File: config.mk
export PLATFORM = sky130hd
export DESIGN_NAME = pwm_fade_sequencer
export DESIGN_NICKNAME = d
export VERILOG_FILES = /design/src/rtl/pwm_fade_sequencer.sv
export SDC_FILE = /design/constraint.sdc
export NUM_CORES = 1
export LEC_CHECK = 0
export CORE_UTILIZATION = 60
export DETAILED_ROUTE_END_ITERATION = 10
export GPL_TIMING_DRIVEN = 0
export PLACE_DENSITY_LB_ADDON = 0.08
export SKIP_CTS_REPAIR_TIMING = 1
export SYNTH_ARGS = -nofsm -noshare
export SYNTH_HDL_FRONTEND = slang
export SYNTH_SLANG_ARGS = --single-unit
File: constraint.sdc
create_clock -name clk -period 4.41 [get_ports clk]
set_input_delay 0.882 -clock clk [delete_from_list [all_inputs] [get_ports clk]]
set_output_delay 0.882 -clock clk [all_outputs]
set_load 0.005 [all_outputs]
File: src/rtl/pwm_fade_sequencer.sv
// Multi-channel PWM fade sequencer: register bus, shared prescaler tick, and
// per-channel duty ramps toward software targets with sticky done flags.
`timescale 1ns/1ps
module pwm_fade_sequencer #(
    parameter int CHANNELS = 4,
    parameter int DUTY_W   = 8,
    parameter int PERIOD_W = 9,
    parameter int PRESC_W  = 16
) (
    input  logic                         clk,
    input  logic                         reset,
    input  logic                         wr_en,
    input  logic                         rd_en,
    input  logic [3:0]                   addr,
    input  logic [31:0]                  wr_data,
    input  logic [3:0]                   byteenable,
    output logic [31:0]                  rd_data,
    output logic [CHANNELS*DUTY_W-1:0]   duty_out,
    output logic [CHANNELS*4-1:0]        duty_be,
    output logic [PERIOD_W-1:0]          period_out,
    output logic                         irq
);
    // One extra bit over the widest operand so gaps and sums never wrap.
    localparam int MATH_W = ((DUTY_W > 8) ? DUTY_W : 8) + 1;

    localparam logic [3:0] ADDR_CTRL   = 4'd0;
    localparam logic [3:0] ADDR_PRESC  = 4'd1;
    localparam logic [3:0] ADDR_PERIOD = 4'd2;
    localparam logic [3:0] ADDR_STATUS = 4'd3;

    logic                      enable_q, enable_d;
    logic [7:0]                step_q, step_d;
    logic [PRESC_W-1:0]        presc_q, presc_d;
    logic [PRESC_W-1:0]        cnt_q, cnt_d;
    logic [PERIOD_W-1:0]       period_q, period_d;
    logic [31:0]               rd_data_q, rd_data_d;

    logic [31:0]               wmask;
    logic [31:0]               rd_word;
    logic                      tick;
    logic [7:0]                step_eff;
    logic [CHANNELS-1:0]       status_clr;
    logic [CHANNELS-1:0]       done_vec;
    logic [CHANNELS-1:0]       busy_vec;
    logic [CHANNELS*DUTY_W-1:0] target_vec;
    logic [CHANNELS*DUTY_W-1:0] current_vec;

    function automatic logic [31:0] merge(input logic [31:0] old_w,
                                          input logic [31:0] new_w,
                                          input logic [31:0] mask);
        return (old_w & ~mask) | (new_w & mask);
    endfunction

    assign wmask    = {{8{byteenable[3]}}, {8{byteenable[2]}},
                       {8{byteenable[1]}}, {8{byteenable[0]}}};
    assign tick     = enable_q && (cnt_q == presc_q);
    assign step_eff = (step_q == 8'd0) ? 8'd1 : step_q;

    assign status_clr = (wr_en && addr == ADDR_STATUS && byteenable[0])
                        ? wr_data[CHANNELS-1:0] : '0;

    always_comb begin
        enable_d = enable_q;
        step_d   = step_q;
        presc_d  = presc_q;
        period_d = period_q;
        // Disabled prescaler parks at zero so re-enable gives a full interval.
        cnt_d    = (!enable_q || tick) ? '0 : cnt_q + PRESC_W'(1);

        if (wr_en) begin
            case (addr)
                ADDR_CTRL: begin
                    enable_d = byteenable[0] ? wr_data[0]    : enable_q;
                    step_d   = byteenable[1] ? wr_data[15:8] : step_q;
                end
                ADDR_PRESC:  presc_d  = PRESC_W'(merge(32'(presc_q), wr_data, wmask));
                ADDR_PERIOD: period_d = PERIOD_W'(merge(32'(period_q), wr_data, wmask));
                default: ;
            endcase
        end
    end

    always_comb begin
        rd_word = '0;
        case (addr)
            ADDR_CTRL:   rd_word = {16'b0, step_q, 7'b0, enable_q};
            ADDR_PRESC:  rd_word = 32'(presc_q);
            ADDR_PERIOD: rd_word = 32'(period_q);
            ADDR_STATUS: begin
                rd_word[CHANNELS-1:0]   = done_vec;
                rd_word[16 +: CHANNELS] = busy_vec;
            end
            default: begin
                for (int i = 0; i < CHANNELS; i++) begin
                    if (addr == 4'(4 + i)) begin
                        rd_word = {16'b0,
                                   8'(current_vec[i*DUTY_W +: DUTY_W]),
                                   8'(target_vec[i*DUTY_W +: DUTY_W])};
                    end
                end
            end
        endcase
        rd_data_d = rd_en ? rd_word : rd_data_q;
    end

    always_ff @(posedge clk or negedge reset) begin
        if (!reset) begin
            enable_q  <= 1'b0;
            step_q    <= 8'd1;
            presc_q   <= '0;
            cnt_q     <= '0;
            period_q  <= PERIOD_W'(255);
            rd_data_q <= '0;
        end else begin
            enable_q  <= enable_d;
            step_q    <= step_d;
            presc_q   <= presc_d;
            cnt_q     <= cnt_d;
            period_q  <= period_d;
            rd_data_q <= rd_data_d;
        end
    end

    for (genvar gi = 0; gi < CHANNELS; gi++) begin : g_ch
        localparam logic [3:0] TGT_ADDR = 4'(4 + gi);

        logic [DUTY_W-1:0] target_q, target_d;
        logic [DUTY_W-1:0] current_q, current_d;
        logic              done_q, done_d;
        logic              be_q, be_d;
        logic [MATH_W-1:0] cur_x, tgt_x, stp_x, gap;
        logic              step_hit;

        always_comb begin
            cur_x     = MATH_W'(current_q);
            tgt_x     = MATH_W'(target_q);
            stp_x     = MATH_W'(step_eff);
            gap       = '0;
            current_d = current_q;
            be_d      = 1'b0;
            step_hit  = 1'b0;
            target_d  = target_q;

            if (wr_en && addr == TGT_ADDR) begin
                target_d = DUTY_W'(merge(32'(target_q), wr_data, wmask));
            end

            // The step always uses the pre-write target; a new target lands next tick.
            if (tick && current_q != target_q) begin
                be_d = 1'b1;
                if (tgt_x > cur_x) begin
                    gap       = tgt_x - cur_x;
                    current_d = (gap <= stp_x) ? target_q : DUTY_W'(cur_x + stp_x);
                end else begin
                    gap       = cur_x - tgt_x;
                    current_d = (gap <= stp_x) ? target_q : DUTY_W'(cur_x - stp_x);
                end
                step_hit = (gap <= stp_x);
            end

            done_d = (done_q & ~status_clr[gi]) | step_hit;
        end

        always_ff @(posedge clk or negedge reset) begin
            if (!reset) begin
                target_q  <= '0;
                current_q <= '0;
                done_q    <= 1'b0;
                be_q      <= 1'b0;
            end else begin
                target_q  <= target_d;
                current_q <= current_d;
                done_q    <= done_d;
                be_q      <= be_d;
            end
        end

        assign duty_out[gi*DUTY_W +: DUTY_W]    = current_q;
        assign duty_be[gi*4 +: 4]               = {3'b000, be_q};
        assign target_vec[gi*DUTY_W +: DUTY_W]  = target_q;
        assign current_vec[gi*DUTY_W +: DUTY_W] = current_q;
        assign done_vec[gi]                     = done_q;
        assign busy_vec[gi]                     = (current_q != target_q);
    end

    assign rd_data    = rd_data_q;
    assign period_out = period_q;
    assign irq        = |done_vec;

endmodule

==> out/results.ini <==
[run_status]
status=finished, final reports clean

[critical_path]
worst-path-stages=16
worstRegToRegCells=16
critPathBufInv=2
required_ns=4.76
path_cells=ha_1 > clkbuf_1 > o21ai_0 > a21boi_0 > o21ai_0 > nor2b_1 > xnor2_1 > ha_1 > a2111oi_0 > o31a_1 > o21a_1 > o31ai_4 > clkbuf_2 > nand3b_1 > o31ai_1 > o31ai_1
critPathKind=flop to flop
cp-end-kind=flop
crit_family=compound AO/OA/AOI/OAI gates
worstSetupStartpointType=flop
crit_path_top_delay_cell=dfrtp_1
worstPathArrival_ns=4.57
cp_max_fo=10
cp_slowest_stage_delay_ns=0.51

[timing]
min_period_ns=4.22
skew_ns=0.0153
setup_slack_ns=0.191
relSlewSlack_pct=20.6
finalHoldViolCount=0
timing.fmax_ghz=0.237
fin_crit_sh_pct=95.7
setup-violations-final=0
finalMaxSlewViolations=0
tightestPinTransition_ns=1.18

[drt]
viasPerCell=6.24
vias=13669
route.detailed.drc=0
wl_per_cell_um=21.7
drtAntennaViolNets=0
dr.first_iter.drc_count=1340
wirelength_um=47600
first_pass_iters=6

[synth]
synth_edf_count=0
synth_top_area_cell=dfrtp_1
ys.flop_type=dfrtp_1
synth_top_area_share_pct=22.5
synthArstFlopShare_pct=100
yosys_warnings=0
ys_top_cells_by_area=dfrtp_1, ha_1, mux2_2, nand2_1, o21ai_0
ys_seq_area_share_pct=24.1
synth_seq_cells=142
synthMostInstantiatedCell=ha_1
yosysUniqueCellTypes=82
synth_area_mm2=0.0148
yosys-top-cells-count=ha_1, nand2_1, dfrtp_1
syn_inst=1716
avgSynthCellArea_um2=8.60

[floorplanning]
dieArea_mm2=0.0252
ioPinCount=134
core_area_mm2=0.0242
die_w_um=159
initial_core_util_pct=60.9
row_count=57
chipHeight_um=159

[clock_tree]
htree_num_levels=4
root_buffer=clkbuf_16
clock_path_buffers=2
clkTransAtPathRegs_ns=0.08
cts.sinks=142
cts_tree=done
cts_buffers=17
clkLatencyLatePin_ns=0.45

[power]
netSwitchingFraction_pct=49.8
clkPwrFrac_pct=11.6
ir_drop_v=0.000660
power_density_mw_per_mm2=792
p_leak_nw=7.68
p_sw_w=0.00667
power_frac_comb_pct=71.8
p_int_w=0.00672
seq_power_share_pct=16.6

[place]
io_buffer_count=91
place_inst=2155
gp_congestion=0.966
dp_hpwl_um=36100
dpl_worst_slack_ns=-0.629

[grt]
gr-usage-met3_pct=6.01
grt_max_degree=83
track_usage_pct=37.9
antenna_found_initial=0
grt.met1_usage_pct=50.6
busiest_layer=met2
use_met2_pct=60.0
grt_pass1_wl_um=73300
grt_pass1_vias=13161
gr-total-overflow=0

[hold_path]
hp-class=input pin to async pin

[finish]
nFillCells=2006
final_util_pct=69.7
drive_above_1_share_pct=10.9
layoutNonFillerInstCount=2190
synthToLayoutAreaGrowth_pct=14.5
num_antenna_cells=0
nets=2126

[run]
drv_cap=0

## layout make-up
cell class              instances  area, µm²  area share, %
clock inverters                15        188           1.11
plain buffers                  94        497           2.94
inverters                     132        499           2.95
well taps                     324        405           2.40
multi-input cells            1370      10400           61.2
flip-flops and latches        142       3570           21.1
repair buffers                 96        970           5.73
clock buffers                  17        425           2.52
## kinds of logic after synthesis
| logic type | synth area share, % |
|---|---|
| AOI/OAI and AO/OA | 20.5 |
| xor gates and xnor gates | 5.75 |
| adders and majority gates | 20.2 |
| buffers and inverters | 6.71 |
| DFF | 24.1 |
| muxes | 6.54 |
| other | 0.0254 |
| and+or+nand+nor | 16.1 |
## worst reg2reg max path: stages (launching register included)
cell and delay, ns:
dfrtp_1 0.51, ha_1 0.34, clkbuf_1 0.29, o21ai_0 0.19, a21boi_0 0.28, o21ai_0 0.18, nor2b_1 0.19, xnor2_1 0.25
ha_1 0.30, a2111oi_0 0.45, o31a_1 0.21, o21a_1 0.18, o31ai_4 0.11, clkbuf_2 0.20, nand3b_1 0.11, o31ai_1 0.08
o31ai_1 0.27
## routing by layer
layer | vias up | part of all wire (%)
li1 | 6385 | -
met1 | 6539 | 42
met2 | 616 | 45
met3 | 129 | 7.9
met4 | 0 | 4.6
met5 | - | 0
## stage by stage
stage / total power, W / area (µm²) / hold WS (ns) / setup TNS (ns)
3_5_place_dp: 0.0115 / 16200 / 0.494 / -8.90
6_report: 0.0134 / 16900 / 0.399 / 0
3_3_place_gp: 0.0112 / 16200 / 0.492 / -465.84
2_1_floorplan: 0.00895 / 14900 / 0.454 / 0
4_1_cts: 0.0131 / 16800 / 0.433 / -9.33
5_1_grt: 0.0146 / 16900 / 0.439 / -0.0287
## final timing paths
kind	slack (ns)	start	end
max	0.19	flop	g_ch[0].current_q[7]$_DFFE_PN0P_
min	0.40	reset	g_ch[1].current_q[7]$_DFFE_PN0P_
max reg2reg	0.19	flop	g_ch[0].current_q[7]$_DFFE_PN0P_
min reg2reg	0.51	rd_data[5]$_DFFE_PN0P_	rd_data[5]$_DFFE_PN0P_
max in group asynchronous	3.15	reset	async pin
min in group clk	0.51	rd_data[5]$_DFFE_PN0P_	rd_data[5]$_DFFE_PN0P_
## power groups by stage
stage               clock, W  combinational (W)  sequential (W)
finish               0.00156            0.00961         0.00222
global route         0.00160             0.0108         0.00224
CTS                  0.00155            0.00931         0.00220
detailed placement         0            0.00924         0.00222
global placement           0            0.00898         0.00222
floorplan                  0            0.00702         0.00193
## placed cells by master (no fill, tap or decap), types with 10 or more instances in the layout
cell type and instances:
a22oi_1 33, clkbuf_1 44, a31oi_1 12, nor2b_1 44, a221oi_1 15, o221ai_1 20
xnor2_1 52, buf_4 32, nand4_1 28, o211ai_1 10, o31a_1 10, mux2i_1 17
conb_1 24, nor2_1 113, mux2_2 66, buf_2 16, clkbuf_16 17, a41oi_1 10
nand2b_1 13, fa_1 16, o21bai_1 11, a21o_1 30, nand3_1 28, xor2_1 45
or3_1 15, or2_2 12, nor3_1 36, clkdlybuf4s50_1 90, o21a_1 31, ha_1 213
and3_1 12, a21oi_1 72, dfrtp_1 126, nand2_1 154, inv_1 129, o21ai_0 97
No activity file was read; power rests on OpenSTA's default activity.
